[src/rtl/tdm_demux8_pkg.sv]
// tdm_demux8_pkg: shared slot geometry and lock-state codes for the TDM link.
// The transmit-side serializer imports the same package.
package tdm_demux8_pkg;
    localparam int TDM_SLOTS  = 8;
    localparam int TDM_SLOT_W = 3;
    typedef enum logic {
        ST_HUNT = 1'b0,
        ST_LOCK = 1'b1
    } tdm_state_t;
endpackage

[src/rtl/tdm_sync_fsm.sv]
// tdm_sync_fsm: HUNT/LOCK tracking, slot counter and missed-marker counting.
// Tells the datapath where each valid bit goes and when a frame completes.
module tdm_sync_fsm
    import tdm_demux8_pkg::*;
#(
    parameter int SYNC_LOSS_LIMIT = 2
) (
    input  logic                  clk,
    input  logic                  rst_n,
    input  logic                  din_valid,
    input  logic                  frame_sync,
    output logic [TDM_SLOT_W-1:0] slot,
    output logic                  wr_en,
    output logic                  frame_done,
    output logic                  realign,
    output logic                  locked,
    output logic                  sync_err
);
    localparam logic [2:0] LIMIT = 3'(SYNC_LOSS_LIMIT);

    tdm_state_t            state, state_n;
    logic [TDM_SLOT_W-1:0] slot_n;
    logic [2:0]            miss, miss_n, miss_inc;
    logic                  err_n;

    always_ff @(posedge clk or negedge rst_n) begin
        if (!rst_n) begin
            state    <= ST_HUNT;
            slot     <= '0;
            miss     <= '0;
            sync_err <= 1'b0;
        end else begin
            state    <= state_n;
            slot     <= slot_n;
            miss     <= miss_n;
            sync_err <= err_n;
        end
    end

    // A marker always restarts the frame at slot 0; outside slot 0 while locked it is an error.
    always_comb begin
        state_n    = state;
        slot_n     = slot;
        miss_n     = miss;
        err_n      = 1'b0;
        wr_en      = 1'b0;
        realign    = 1'b0;
        frame_done = 1'b0;
        miss_inc   = miss + 3'd1;
        if (din_valid) begin
            if (frame_sync) begin
                state_n = ST_LOCK;
                wr_en   = 1'b1;
                realign = 1'b1;
                slot_n  = 3'd1;
                miss_n  = '0;
                err_n   = (state == ST_LOCK) && (slot != '0);
            end else if (state == ST_LOCK) begin
                if (slot == '0 && miss_inc == LIMIT) begin
                    state_n = ST_HUNT;
                    miss_n  = miss_inc;
                end else begin
                    wr_en      = 1'b1;
                    slot_n     = slot + 3'd1;
                    miss_n     = (slot == '0) ? miss_inc : miss;
                    frame_done = (slot == 3'(TDM_SLOTS - 1));
                end
            end
        end
    end

    assign locked = (state == ST_LOCK);
endmodule

[src/rtl/tdm_demux8.sv]
// tdm_demux8: receive side of the 8:1 TDM link; rebuilds 8-bit frames from the
// serial stream and exposes one selected channel.
module tdm_demux8
    import tdm_demux8_pkg::*;
#(
    parameter int SYNC_LOSS_LIMIT = 2
) (
    input  logic                  clk,
    input  logic                  rst_n,
    input  logic                  din,
    input  logic                  din_valid,
    input  logic                  frame_sync,
    input  logic [TDM_SLOT_W-1:0] ch_sel,
    output logic [TDM_SLOTS-1:0]  dout,
    output logic                  frame_valid,
    output logic                  ch_out,
    output logic                  locked,
    output logic                  sync_err
);
    logic [TDM_SLOT_W-1:0] slot;
    logic                  wr_en, frame_done, realign;
    logic [TDM_SLOTS-1:0]  slot_buf;

    tdm_sync_fsm #(.SYNC_LOSS_LIMIT(SYNC_LOSS_LIMIT)) u_fsm (
        .clk        (clk),
        .rst_n      (rst_n),
        .din_valid  (din_valid),
        .frame_sync (frame_sync),
        .slot       (slot),
        .wr_en      (wr_en),
        .frame_done (frame_done),
        .realign    (realign),
        .locked     (locked),
        .sync_err   (sync_err)
    );

    // The slot-7 bit bypasses the buffer so dout appears on the sampling edge itself.
    always_ff @(posedge clk or negedge rst_n) begin
        if (!rst_n) begin
            slot_buf    <= '0;
            dout        <= '0;
            frame_valid <= 1'b0;
        end else begin
            frame_valid <= frame_done;
            if (wr_en)
                slot_buf[realign ? '0 : slot] <= din;
            if (frame_done)
                dout <= {din, slot_buf[TDM_SLOTS-2:0]};
        end
    end

    assign ch_out = dout[ch_sel];
endmodule

[config.mk]
export PLATFORM = sky130hd
export DESIGN_NAME = tdm_demux8
export DESIGN_NICKNAME = d
export VERILOG_FILES = /design/src/rtl/tdm_demux8_pkg.sv /design/src/rtl/tdm_sync_fsm.sv /design/src/rtl/tdm_demux8.sv
export SDC_FILE = /design/constraint.sdc
export NUM_CORES = 1
export LEC_CHECK = 0
export BUFFER_PORTS_ARGS = -buffer_cell sky130_fd_sc_hd__buf_2
export CORE_ASPECT_RATIO = 0.75
export CORE_MARGIN = 3
export CORE_UTILIZATION = 39
export DETAILED_ROUTE_END_ITERATION = 8
export PLACE_DENSITY_LB_ADDON = 0.25
export RECOVER_POWER = 25
export SLEW_MARGIN = 0
export SYNTH_ARGS = -nofsm -noshare
export SYNTH_HDL_FRONTEND = slang
export SYNTH_SLANG_ARGS = --single-unit
[constraint.sdc]
create_clock -name clk -period 3.9 [get_ports clk]
set_clock_uncertainty 0.15 [all_clocks]
set_input_delay 0.78 -clock clk [delete_from_list [all_inputs] [get_ports clk]]
set_output_delay 0.78 -clock clk [all_outputs]
set_load 0.01 [all_outputs]
### Word level (Yosys, flattened, before mapping)

Index checks and enable logic that the tools add are counted.

| storage, ports and cells | value |
|---|---|
| flip-flop bits (word level) | 25 |
| logic and storage cells | 49 |

| operators by class | value |
|---|---|
| $lt $le $gt $ge | 3 |
| multiplexer cells | 25 |
| eq/ne operators | 3 |
| $add $sub $neg | 2 |
| reductions and logical operators | 9 |

Operators with widths:

| kind | count |
|---|---|
| $mux 3 | 8 |
| $mux 1 | 14 |
| $bwmux 8 | 1 |
| $lt 3x4->1 const B | 2 |
| $add 3x1->3 const B | 2 |
| $reduce_and 3->1 | 2 |
| $reduce_bool 3->1 | 2 |
| $bmux 1 s3 | 1 |
| $demux 1 s3 | 1 |
| $eq 3x2->1 const B | 1 |
| $eq 3x3->1 const B | 1 |
| $ge 3x1->1 const B | 1 |
| $logic_and 1x1->1 | 3 |
| $logic_not 3->1 | 1 |
| $ne 2x2->1 const B | 1 |
| $reduce_bool 2->1 | 1 |

### Logic depth before layout (Yosys ltp)

| depth | value |
|---|---|
| depth after elaboration | 8 |
| mapped depth | 7 |

### Hierarchy

A second synthesis with hierarchy kept.

| unflattened totals | value |
|---|---|
| cells, all modules | 102 |
| area, all modules | 1,253.7 um^2 |

By module, submodules not included:

| module | instances | area an instance (um^2) | cells each |
|---|---|---|---|
| tdm_demux8 | 1 | 713.2 | 48 |
| tdm_sync_fsm | 1 | 540.5 | 54 |

### Worst setup path before layout

OpenSTA, ideal clock, no wires.

| path | value |
|---|---|
| path kind | input port to output port |
| from | in ch_sel[0] |
| to | out ch_out |
| setup slack | 1.437 ns |
| data arrival time | 1.533 ns |
| data required time | 2.970 ns |
| buffers on the path | 0 |
| stages | 2 |
| cells stage by stage | mux4_2 mux2_2 |

| on the way | value |
|---|---|
| cells in the longest elaborated chain, start to end | 2 |

Ends and longest elaborated chain:

| element | line | text |
|---|---|---|
| start, declared | tdm_demux8.sv:13 | `input logic [TDM_SLOT_W-1:0] ch_sel,` |
| $bmux 1 s3 | tdm_demux8.sv:52 | `assign ch_out = dout[ch_sel];` |
| $mux 1 (not written as such) | tdm_demux8.sv:52 |  |
| end, declared | tdm_demux8.sv:16 | `output logic ch_out,` |

No other way between the ends. The select of a mux whose other input is x is not followed.

### Final worst setup path

Same ends and word-level chain as after synthesis.

==> qor.txt <==
Status: completed
Via-to-Cell Ratio: 5.277
Max Cap Viol: 0
Max clock buf depth: 2
DRC violations left: 0
Die X-Extent: 71.01 um
Number of port buffers: 19
Clock Latency Late Sink: 0.26 ns
Area Overhead vs Synth: 14.27%
# IOs: 20
R2R Path Start: u_fsm.miss[0]
Period utilisation layout: 0.7013
Mapped Area: 1236 um2
Reg2reg path depth: 5
Syn avg cell area: 12.74 um2
Sequential area share after synthesis: 0.4858
Net total in the final layout: 131
Root Driver: clkbuf_8
Synth warn: 0
Initial Utilization: 0.4151
Post-synth EDFFs: 0
Worst rel slew slack: 0.1491
Critical Path RT: 2.97 ns
Fin crit period: 2.735 ns
Ratio of cells with drive above 1 in the final layout: 0.3846
Hold_sp: slot_buf[2]
CP max FO: 2
Largest net degree at the start of global routing: 25
Top cell type's share of synthesized area: 0.4858
Filler cells: 284
DR WL/cell: 15.53 um
Final Hold Vio Count: 0
Detail Route Antenna Nets: 0
R2R setup slack: 1.82 ns
Gpl congestion: 0.7830
Crit path DAT: 1.80 ns
Total CTS buffers: 3
Crit-path cells: buf_2, mux4_2, mux2_2, buf_2
Total Routed Length: 2407 um
Std cell rows: 17
Hold worst-path end: dout[2]
Clock transition at the registers of the reported paths: 0.08 ns
Final slew viol count: 0
Max Clk Rate: 365.6 MHz
H-tree depth: 1
First-pass GRT wire length: 3905 um
Ys flop type: dfrtp_1
Unrepaired setup endpoints after global routing: no
Die footprint: 3888 um2
Area of the multi-input gates: 593.1 um2
Iter 0 DRT Violations: 33
VDD IR max: 0.2094 mV
CTS tree: yes
Gr ovfl total: 0
Total number of vias: 818
Pwr Density: 582.8 nW/um2
Die H: 54.76 um
# hold bufs at CTS: 0
Async S/R FF share, synth: 1.000
CP Capture Type: output port
CTS Sinks: 24
Flops & latches, synth: 24
Top cells by area, synth: dfrtp_1 49%, mux2_4 9.7%, mux2_2 7.3%
Lkg Pwr: 0.0006844 uW
Post-synth cell types: 30
Tot Pwr: 823.3 uW
Slew @ Worst Pin: 1.276 ns
CP most frequent cell: buf_2
Floorplan Core Area: 2978 um2
Setup violations, final: 0
Postcts setup bufs: 0
Syn Nets: 110
CP max stage delay: 0.51 ns
GRT Overall Usage: 0.1330
CP max-delay cell: mux4_2
Number of global-route vias before repair: 819
Hold depth: 1
CTS resizes: 0
Critical path type: primary input to output port
Pre-antenna DRT Iters: 4
Dpl hpwl: 1804 um
Leading area contributor after synthesis: dfrtp_1
Diode count: 0
Antenna violations before repair: 0
CP Launch Type: primary input
Worst Hold Class: flop to flop
FF+latch area: 600.6 um2
Post-Syn Instances: 97
Setup_tns: 0 ns
R2r endpoint: slot_buf[0]
[placed cells by master (no fill, tap or decap), drive strengths merged, types with 2 or more instances in the layout]
cell	count
nor2	4
o21ai	4
nor3	3
nand4	4
mux2	16
and3	3
buf	18
ha	5
dfrtp	24
inv	6
nand2	5
nand3	7
clkbuf	5
mux4	2
[registers in the layout, summed over array words and instances, names as in the netlist]
name and count:
slot_buf 7, frame_valid 1, u_fsm.slot 3, u_fsm.miss 3
u_fsm.locked 1, u_fsm.sync_err 1, dout 8
[where the power goes]
| group | switching (uW) | total, uW | internal [uW] |
|---|---|---|---|
| Clock | 75.1 | 165 | 90.1 |
| Sequential | 75.6 | 396 | 320 |
| Combinational | 127 | 262 | 136 |
| Total | 277 | 823 | 546 |
[cell families (layout without fill, tap and decap cells)]
kind of cell	count (synthesis)	count (layout)	share of synthesized area
mux	19	19	0.2146
buf+inv	9	29	0.03440
flops	24	24	0.4858
compound gates	11	11	0.06377
xor+xnor	1	1	0.01316
fa+ha+maj	5	5	0.05061
simple gates	28	28	0.1376
[critical path, delay by kind of cell]
kind | cells | cell delay [ns]
multiplexers | 2 | 0.78
buffers and inverters | 2 | 0.25
[cell type report]
cell class | instances | share of cell area
tap | 38 | 0.03366
clock buffer | 4 | 0.03897
multi-input combinational | 64 | 0.4198
inverter | 6 | 0.01594
sequential | 24 | 0.4252
timing repair buffer | 19 | 0.06643
[routing by layer]
metal	track usage	vias up	wire (um)
met5	0	-	0
met4	0.03125	0	31
met3	0.03853	4	93
met2	0.2354	16	1145
met1	0.1637	400	1136
li1	-	398	-
[stage by stage]
stage / area [um2] / utilization / hold WS (ns) / setup WS [ns] / instances
after detailed placement: 1359 / 0.4563 / 0.3357 / 1.157 / 151
after global routing: 1413 / 0.4744 / 0.3726 / 1.127 / 155
final: 1413 / 0.4744 / 0.3520 / 1.165 / 155
after floorplan: 1236 / - / 0.3164 / 1.437 / 97
after global placement: 1359 / 0.4563 / 0.3321 / 1.208 / 151
after CTS: 1414 / 0.4748 / 0.3523 / 1.156 / 155
[Yosys cell counts, types with 2 or more instances]
master,count
nand2_1,5
nand4_1,4
mux2_2,8
and3_1,2
nand3_1,6
mux4_2,2
inv_1,6
nor2_1,3
nor3_1,3
mux2_4,8
o21ai_0,4
ha_1,5
dfrtp_1,24
[how the worst max path moves through the flow]
| stage | start | end | cells after the start |
|---|---|---|---|
| 2_1_floorplan | ch_sel[0] | ch_out | 2 |
| 4_1_cts | ch_sel[0] | ch_out | 4 |
| 3_3_place_gp | ch_sel[0] | ch_out | 4 |
| 5_1_grt | ch_sel[0] | ch_out | 4 |
| 3_5_place_dp | ch_sel[0] | ch_out | 4 |
| 6_report | ch_sel[0] | ch_out | 4 |
(Power assumes the default switching activity.)
